===== config.mk =====
export PLATFORM = sky130hd
export DESIGN_NAME = mov_sequencer_flat
export DESIGN_NICKNAME = d
export VERILOG_FILES = /design/src/rtl/mov_sequencer_if.sv /design/src/rtl/mov_sequencer.sv /design/src/flat_wrapper.sv
export SDC_FILE = /design/constraint.sdc
export NUM_CORES = 1
export LEC_CHECK = 0
export CORE_MARGIN = 4
export CORE_UTILIZATION = 38
export DETAILED_ROUTE_END_ITERATION = 10
export PLACE_DENSITY_LB_ADDON = 0.12
export SYNTH_ARGS = -nofsm -noshare
export SYNTH_HDL_FRONTEND = slang
export SYNTH_SLANG_ARGS = --single-unit

===== constraint.sdc =====
create_clock -name CLK -period 2 [get_ports CLK]
set_input_delay 0.3 -clock CLK [delete_from_list [all_inputs] [get_ports CLK]]
set_output_delay 0.3 -clock CLK [all_outputs]
set_load 0.01 [all_outputs]

===== src/rtl/mov_sequencer_if.sv =====
// mov_sequencer_if: bus between a node's MOV sequencer and its port I/O block (nodeio).
//
// Signals:
//   direction    sequencer -> nodeio  port selected for this handshake (UP/DOWN/LEFT/RIGHT/ANY/LAST)
//   tx           sequencer -> nodeio  transmit request
//   rx           sequencer -> nodeio  receive request
//   out_data     sequencer -> nodeio  word to transmit
//   in_data      nodeio -> sequencer  received word
//   tx_complete  nodeio -> sequencer  transmit handshake finished this cycle
//   rx_complete  nodeio -> sequencer  receive handshake finished this cycle
//
// Modports: master = sequencer side, slave = nodeio side.

interface mov_sequencer_if #(
    parameter int unsigned WordWidth = 16
);
    logic [2:0]           direction;
    logic                 tx;
    logic                 rx;
    logic [WordWidth-1:0] out_data;
    logic [WordWidth-1:0] in_data;
    logic                 tx_complete;
    logic                 rx_complete;

    modport master (
        output direction, tx, rx, out_data,
        input  in_data, tx_complete, rx_complete
    );

    modport slave (
        input  direction, tx, rx, out_data,
        output in_data, tx_complete, rx_complete
    );
endinterface


===== src/rtl/mov_sequencer.sv =====
// mov_sequencer: sequences a node's port I/O block for MOV instructions that touch a port.
// Accepts one decoded transfer (receive-then-transmit, receive only, transmit only, or
// register pass-through), drives the nodeio handshakes and stalls the core until done.
//
// Ports:
//   CLK, nRST      clock; synchronous active-low reset
//   start          one-cycle issue strobe, honoured only in IDLE
//   src_port       source operand is a port; src_dir its direction
//   src_value      source value when the source is not a port
//   dst_port       destination operand is a port; dst_dir its direction
//   busy           core stall
//   done           one-cycle completion pulse; result valid with it
//   result_we      register write-back strobe (done and destination is not a port)
//   watchdog       sticky stall flag (only when MOVSEQ_WATCHDOG_EN is defined)
//   io             master side of mov_sequencer_if towards nodeio
//
// Optional build macro: MOVSEQ_WATCHDOG_EN adds an 11-bit stall counter and the watchdog
// output, flagging a handshake that has stalled for WATCHDOG_CYCLES cycles.
//
// Direction encoding: UP=0, DOWN=1, LEFT=2, RIGHT=3, ANY=4, LAST=5. ANY/LAST are passed
// through unresolved; nodeio resolves them.

module mov_sequencer #(
    parameter int unsigned WATCHDOG_CYCLES = 1023
) (
    input  logic                 CLK,
    input  logic                 nRST,
    input  logic                 start,
    input  logic                 src_port,
    input  logic [2:0]           src_dir,
    input  logic [15:0]          src_value,
    input  logic                 dst_port,
    input  logic [2:0]           dst_dir,
    output logic                 busy,
    output logic                 done,
    output logic [15:0]          result,
    output logic                 result_we,
`ifdef MOVSEQ_WATCHDOG_EN
    output logic                 watchdog,
`endif
    mov_sequencer_if.master      io
);

    localparam logic [2:0] DirUp = 3'd0;

    localparam logic [1:0] StIdle = 2'd0;
    localparam logic [1:0] StRx   = 2'd1;
    localparam logic [1:0] StTx   = 2'd2;
    localparam logic [1:0] StDone = 2'd3;

    logic [1:0]  state_q, state_d;
    logic [15:0] data_q, data_d;
    logic [2:0]  src_dir_q, src_dir_d;
    logic [2:0]  dst_dir_q, dst_dir_d;
    logic        dst_port_q, dst_port_d;
    logic        accept;

    assign accept = (state_q == StIdle) && start;

    always_comb begin
        state_d    = state_q;
        data_d     = data_q;
        src_dir_d  = src_dir_q;
        dst_dir_d  = dst_dir_q;
        dst_port_d = dst_port_q;
        case (state_q)
            StIdle: begin
                if (start) begin
                    src_dir_d  = src_dir;
                    dst_dir_d  = dst_dir;
                    dst_port_d = dst_port;
                    if (!src_port) begin
                        data_d = src_value;
                    end
                    if (src_port) begin
                        state_d = StRx;
                    end else if (dst_port) begin
                        state_d = StTx;
                    end else begin
                        state_d = StDone;
                    end
                end
            end
            StRx: begin
                if (io.rx_complete) begin
                    data_d  = io.in_data;
                    state_d = dst_port_q ? StTx : StDone;
                end
            end
            StTx: begin
                if (io.tx_complete) begin
                    state_d = StDone;
                end
            end
            default: begin
                state_d = StIdle;
            end
        endcase
    end

    always_ff @(posedge CLK) begin
        if (!nRST) begin
            state_q    <= StIdle;
            data_q     <= '0;
            src_dir_q  <= '0;
            dst_dir_q  <= '0;
            dst_port_q <= 1'b0;
        end else begin
            state_q    <= state_d;
            data_q     <= data_d;
            src_dir_q  <= src_dir_d;
            dst_dir_q  <= dst_dir_d;
            dst_port_q <= dst_port_d;
        end
    end

    always_comb begin
        busy        = accept || (state_q == StRx) || (state_q == StTx);
        done        = (state_q == StDone);
        result      = done ? data_q : '0;
        result_we   = done && !dst_port_q;
        io.rx       = (state_q == StRx);
        io.tx       = (state_q == StTx);
        io.out_data = data_q;
        if (state_q == StRx) begin
            io.direction = src_dir_q;
        end else if (state_q == StTx) begin
            io.direction = dst_dir_q;
        end else begin
            io.direction = DirUp;
        end
    end

`ifdef MOVSEQ_WATCHDOG_EN
    logic [10:0] wd_cnt_q, wd_cnt_d;
    logic        watchdog_q, watchdog_d;

    always_comb begin
        wd_cnt_d   = wd_cnt_q;
        watchdog_d = watchdog_q;
        if (state_d != state_q) begin
            wd_cnt_d = '0;
        end else if (((state_q == StRx) || (state_q == StTx)) && (wd_cnt_q != 11'h7ff)) begin
            wd_cnt_d = wd_cnt_q + 11'd1;
        end
        // An accepted start always clears the flag, even if the count also matches.
        if (accept) begin
            watchdog_d = 1'b0;
        end else if (wd_cnt_d == 11'(WATCHDOG_CYCLES)) begin
            watchdog_d = 1'b1;
        end
    end

    always_ff @(posedge CLK) begin
        if (!nRST) begin
            wd_cnt_q   <= '0;
            watchdog_q <= 1'b0;
        end else begin
            wd_cnt_q   <= wd_cnt_d;
            watchdog_q <= watchdog_d;
        end
    end

    assign watchdog = watchdog_q;
`endif

endmodule


===== src/flat_wrapper.sv =====
// flat-port wrapper written by rule: the top's interface ports become plain ports
module mov_sequencer_flat 
#(
    parameter int unsigned WATCHDOG_CYCLES = 1023
)
  (CLK, nRST, start, src_port, src_dir, src_value, dst_port, dst_dir, busy, done, result, result_we, io_direction, io_tx, io_rx, io_out_data, io_in_data, io_tx_complete, io_rx_complete);
  mov_sequencer_if io_i ();
  input  logic CLK;
  input  logic nRST;
  input  logic start;
  input  logic src_port;
  input  logic [2:0] src_dir;
  input  logic [15:0] src_value;
  input  logic dst_port;
  input  logic [2:0] dst_dir;
  output logic busy;
  output logic done;
  output logic [15:0] result;
  output logic result_we;
  output wire logic [$bits(io_i.direction)-1:0] io_direction;
  output wire logic [$bits(io_i.tx)-1:0] io_tx;
  output wire logic [$bits(io_i.rx)-1:0] io_rx;
  output wire logic [$bits(io_i.out_data)-1:0] io_out_data;
  input wire logic [$bits(io_i.in_data)-1:0] io_in_data;
  input wire logic [$bits(io_i.tx_complete)-1:0] io_tx_complete;
  input wire logic [$bits(io_i.rx_complete)-1:0] io_rx_complete;
  assign io_direction = io_i.direction;
  assign io_tx = io_i.tx;
  assign io_rx = io_i.rx;
  assign io_out_data = io_i.out_data;
  assign io_i.in_data = io_in_data;
  assign io_i.tx_complete = io_tx_complete;
  assign io_i.rx_complete = io_rx_complete;
  mov_sequencer #(.WATCHDOG_CYCLES(WATCHDOG_CYCLES)) u_core (.CLK(CLK), .nRST(nRST), .start(start), .src_port(src_port), .src_dir(src_dir), .src_value(src_value), .dst_port(dst_port), .dst_dir(dst_dir), .busy(busy), .done(done), .result(result), .result_we(result_we), .io(io_i));
endmodule

### After elaboration in Yosys (flattened, before gate mapping)

Index checks and enable logic that the tools add are counted.
Widths: inputs -> output; s select.

| operators by class | value |
|---|---|
| reductions and logical operators | 10 |
| multiplexer cells | 14 |
| eq/ne operators | 7 |

Operators by type and width:

| cell | count |
|---|---|
| $mux 16 | 4 |
| $pmux 16 s2 | 1 |
| $mux 2 | 4 |
| $mux 3 | 2 |
| $pmux 2 s3 | 1 |
| $eq 2x2->1 const B | 2 |
| $ne 2x1->1 const B | 2 |
| $ne 2x2->1 const B | 2 |
| $reduce_and 4->1 | 1 |
| $reduce_and 3->1 | 1 |
| $eq 2x1->1 const B | 1 |
| $logic_and 1x1->1 | 2 |
| $logic_not 2->1 | 1 |
| $logic_or 1x1->1 | 2 |
| $mux 1 | 2 |
| $reduce_and 2->1 | 1 |
| $reduce_bool 2->1 | 1 |
| $logic_not 1->1 | 1 |

| storage, ports and cells | value |
|---|---|
| output and inout port bits | 40 |
| input bits | 45 |
| bits in registers | 25 |
| word-level logic and storage cells | 36 |

### Depth between registers and ports, before layout

| logic depth | value |
|---|---|
| depth in word-level cells | 4 |
| depth in mapped cells | 8 |
| mapped depth without buffers | 5 |

### Worst setup path before layout

Ideal clock, no wire load.

| path | value |
|---|---|
| path kind | register to register |
| from | register u_core.state_q[1] |
| to | register u_core.data_q[10] (netlist: u_core.io.out_data[10]) |
| data arrival time | 1507 ps |
| setup time | 120 ps |
| path slack | 374 ps |
| data required time | 1880 ps |
| buffers on the path | 3 |
| period minus slack after synthesis | 1626 ps |
| cell stages (with the launch flop) | 9 |
| path through | dfxtp_1 inv_1 ha_1 buf_4 mux2i_1 a21o_1 buf_6 buf_6 mux2i_1 |

| on the way | value |
|---|---|
| cells in the longest elaborated chain, start to end | 3 |
| elaborated cells on any way between the ends | 8 |
| classes of those cells | eq/ne (4); mux (1); reduce/logical (3) |

RTL lines:

| what | line | source |
|---|---|---|
| start: declaration | mov_sequencer.sv:51 | `logic [1:0] state_q, state_d;` |
| start signal: assignment | mov_sequencer.sv:103 | `state_q <= StIdle;` |
| start signal: assignment | mov_sequencer.sv:109 | `state_q <= state_d;` |
| $eq 2x1->1 (*) | -- |  |
| net io_rx | flat_wrapper.sv:22 | `output wire logic [$bits(io_i.rx)-1:0] io_rx;` |
| $ne 2x1->1 (no source line) or $reduce_bool 2->1 (tied branches) | -- |  |
| $reduce_and 4->1 (no source line) | -- |  |
| end signal: assignment | mov_sequencer.sv:110 | `data_q <= data_d;` |
| end: declaration | mov_sequencer.sv:52 | `logic [15:0] data_q, data_d;` |

The timed path passes the listed nets; every way through them passes the cells marked *.
A chain may end at the register's enable or synchronous reset.

### Final worst setup path

| path | value |
|---|---|
| from | register u_core.state_q[0] |
| to | output port busy |

| on the way | value |
|---|---|
| cells in the longest elaborated chain, start to end | 4 |
| elaborated cells on any way between the ends | 6 |
| classes of those cells | eq/ne (2); reduce/logical (4) |

RTL lines:

| what | line | source |
|---|---|---|
| $logic_not 2->1 | mov_sequencer.sv:58 | `assign accept = (state_q == StIdle) && start;` |
| $logic_and 1x1->1 | mov_sequencer.sv:58 |  |
| $logic_or 1x1->1 | mov_sequencer.sv:118 | `busy = accept \|\| (state_q == StRx) \|\| (state_q == StTx);` |
| $logic_or 1x1->1 (*) | mov_sequencer.sv:118 |  |
| end: declaration | flat_wrapper.sv:16 | `output logic busy;` |

Every way passes the cells marked *; elsewhere a longest branch is shown, timed or not.

==> out/metrics.yaml <==
outcome: "complete, no violations"
dp_hpwl_um: 3107
synth_nets: 232
path_cells: "inv_1, ha_2, nor2_1, nand2_1, clkdlybuf4s50_1"
leakage_nw: 1.319
drive_gt1_share_pct: 12.88
syn_inst: 180
drt_iter0_markers: 48
synth_cell_types: 21
dp_slack_ps: 97.22
syn_to_final_growth_pct: 66.31
dieArea_mm2: 0.005073
grt_pass1_wl_um: 6768
fin_skew_ps: 3.251
grt_max_degree: 29
ir_drop_mv: 0.5695
rows: 22
holdPathEnd: "u_core.src_dir_q[1]"
cp_max_fo: 6
vias_per_cell: 4.750
nNetsFinal: 317
rsz0062_at_grt: "yes"
timing.final.crit_share_pct: 96.77
cts_hold_buf: 0
synth_area_mm2: 0.001519
setup.worst_path.end_class: "output port"
synthMostInstantiatedCell: "nand2_1"
cpMaxStageDelayCell: "clkdlybuf4s50_1"
antenna_cells: 0
timing.fmax_ghz: 0.5167
grt_pass1_vias: 1500
num_io_pins: 85
synth_area_leaders: "dfxtp_1 33%, nand2_1 12%, mux2i_1 12%, mux2_2 12%, and2_1 6.6%"
timing.rr.end: "u_core.io.out_data[9]"
cp_slowest_stage_delay_ps: 520
vias: 1482
synth_warnings: 0
multiInputGateArea_um2: 949.7
track_usage_pct: 16.15
place_congestion: 0.7377
cts_num_sinks: 25
regArea_um2: 508.0
drv_slew: 0
layoutNonFillerInstCount: 312
yosysTopAreaCellShare_pct: 32.95
max_slew_margin_pct: 82.41
final_area_mm2: 0.002526
utilization_pct: 66.99
hold_viol: 0
final_antenna_net_count: 0
yosysSeqAreaShare_pct: 32.95
die_x_um: 71.23
cts_buffers: 3
cts_setup_buffers: 0
worst_pin_slew_ps: 263.8
wirelength_um: 4060
crit_type: "reg -> out"
avgSynthCellArea_um2: 8.439
wl_per_cell_um: 13.01
fin_ws_ps: 64.69
insertion_delay_ps: 270
arrival_ps: 1640
synth_edf_count: 0
numPortBuffers: 84
async_flop_share_pct: 0
period_needed_ps: 1935
synth-seq-cells: 25
setup_violations: 0
cts_tree: "done"
reg2reg_slack_ps: 410
cts_buffer_depth: 2
cts_root_buffer: "clkbuf_8"
crit_path_start_kind: "flop"
nFillCells: 316
clk_pin_slew_ps: 80
p_per_area_mw_per_mm2: 1038
htreeDepth: 1
reg2reg_depth: 7
critPathRequiredTime_ps: 1700
antenna_found_initial: 0
synth_top_cell_by_area: "dfxtp_1"
grt_overflow_total: 0
worstReg2RegStart: "u_core.state_q[0]"
start_util_pct: 40.28
placed_cell_area_mm2: 0.002427
hold_path.startpoint: "u_core.src_dir_q[1]"
dp_cells: 308
hold_depth: 2
max_cap_violations: 0
core_area_mm2: 0.003771
synthTopCellsByCount: "49 x nand2_1, 25 x dfxtp_1, 18 x mux2i_1, 16 x and2_1, 16 x mux2_2"
drtPass1Iterations: 4
drc: 0
min_path_type: "reg -> reg"
die_h_um: 71.23
synth_flop_cell: "dfxtp_1"
how the worst max path moves through the flow:
| stage | slack (ps) | end | cells past startpoint | startpoint |
|---|---|---|---|---|
| 2_1_floorplan | 370 | u_core.io.out_data[10] | 8 | u_core.state_q[1] |
| 3_3_place_gp | 140 | io_direction[2] | 4 | u_core.state_q[1] |
| 3_5_place_dp | 100 | io_direction[0] | 4 | u_core.state_q[1] |
| 4_1_cts | 4 | result[6] | 4 | u_core.state_q[0] |
| 5_1_grt | -20 | busy | 5 | u_core.state_q[0] |
| 6_report | 60 | busy | 5 | u_core.state_q[0] |
flip-flops by register name, indices dropped and copies added, names as in the netlist:
| register | cells |
|---|---|
| u_core.dst_dir_q | 3 |
| u_core.dst_port_q | 1 |
| u_core.io.out_data | 16 |
| u_core.src_dir_q | 3 |
| u_core.state_q | 2 |
per-stage QoR:
step / setup TNS (ps) / power, W / hold slack, ps
2_1_floorplan: 0 / 0.001696 / 443.8
3_3_place_gp: 0 / 0.002313 / 454.0
3_5_place_dp: 0 / 0.002328 / 461.3
4_1_cts: 0 / 0.002661 / 474.3
5_1_grt: -20.76 / 0.002816 / 496.5
6_report: 0 / 0.002622 / 468.0
routing by layer:
| layer | GRT usage, % | wire length [µm] |
|---|---|---|
| met5 | 0 | 0 |
| met3 | 5.049 | 389 |
| met1 | 20.43 | 1733 |
| met4 | 3.132 | 17 |
| met2 | 27.14 | 1919 |
logic make-up after synthesis:
family          count (synthesis)  share of synthesized area (%)
fa+ha+maj                       7                          5.766
buf+inv                        16                          5.519
flops                          25                          32.95
mux                            34                          23.72
compound gates                 15                          6.755
simple gates                   83                          25.29
placed cells by master (no fill, tap or decap), drive strengths merged, types with 7 or more instances in the layout:
cell type      synthesis  final
ha                     7      7
buf                    7      9
dlymetal6s2s           0     15
dfxtp                 25     25
a21boi                 7      7
mux2i                 18     18
nand2                 49     49
clkdlybuf4s50          0     64
mux2                  16     16
nand3                  8      8
and2                  16     16
critical path: cells and delay by family, from the launching register on:
kind / cells / cell delay, ps
flip-flops: 1 / 380
AND/OR/NAND/NOR: 2 / 110
adder cells (fa/ha/maj): 1 / 240
buffers and inverters: 2 / 630
area by class of cell:
type | count | area share (%)
repair buffers | 93 | 37.69
multi-input cells | 139 | 37.59
flip-flops and latches | 25 | 20.11
well taps | 48 | 2.377
clock buffers | 4 | 1.783
inverters | 3 | 0.4458
power breakdown:
| part | internal [W] | total [W] | switching, W |
|---|---|---|---|
| Sequential | 0.000669 | 0.000791 | 0.000122 |
| Clock | 0.000142 | 0.000300 | 0.000157 |
| Combinational | 0.000853 | 0.00153 | 0.000678 |
| Total | 0.00166 | 0.00262 | 0.000958 |
repair_timing:
action | in CTS | in global routing
setup endpoints to repair | 22 | 16
resized for setup | 11 | 17
endpoints found under the hold margin | 0 | 0
(Power assumes the default switching activity.)
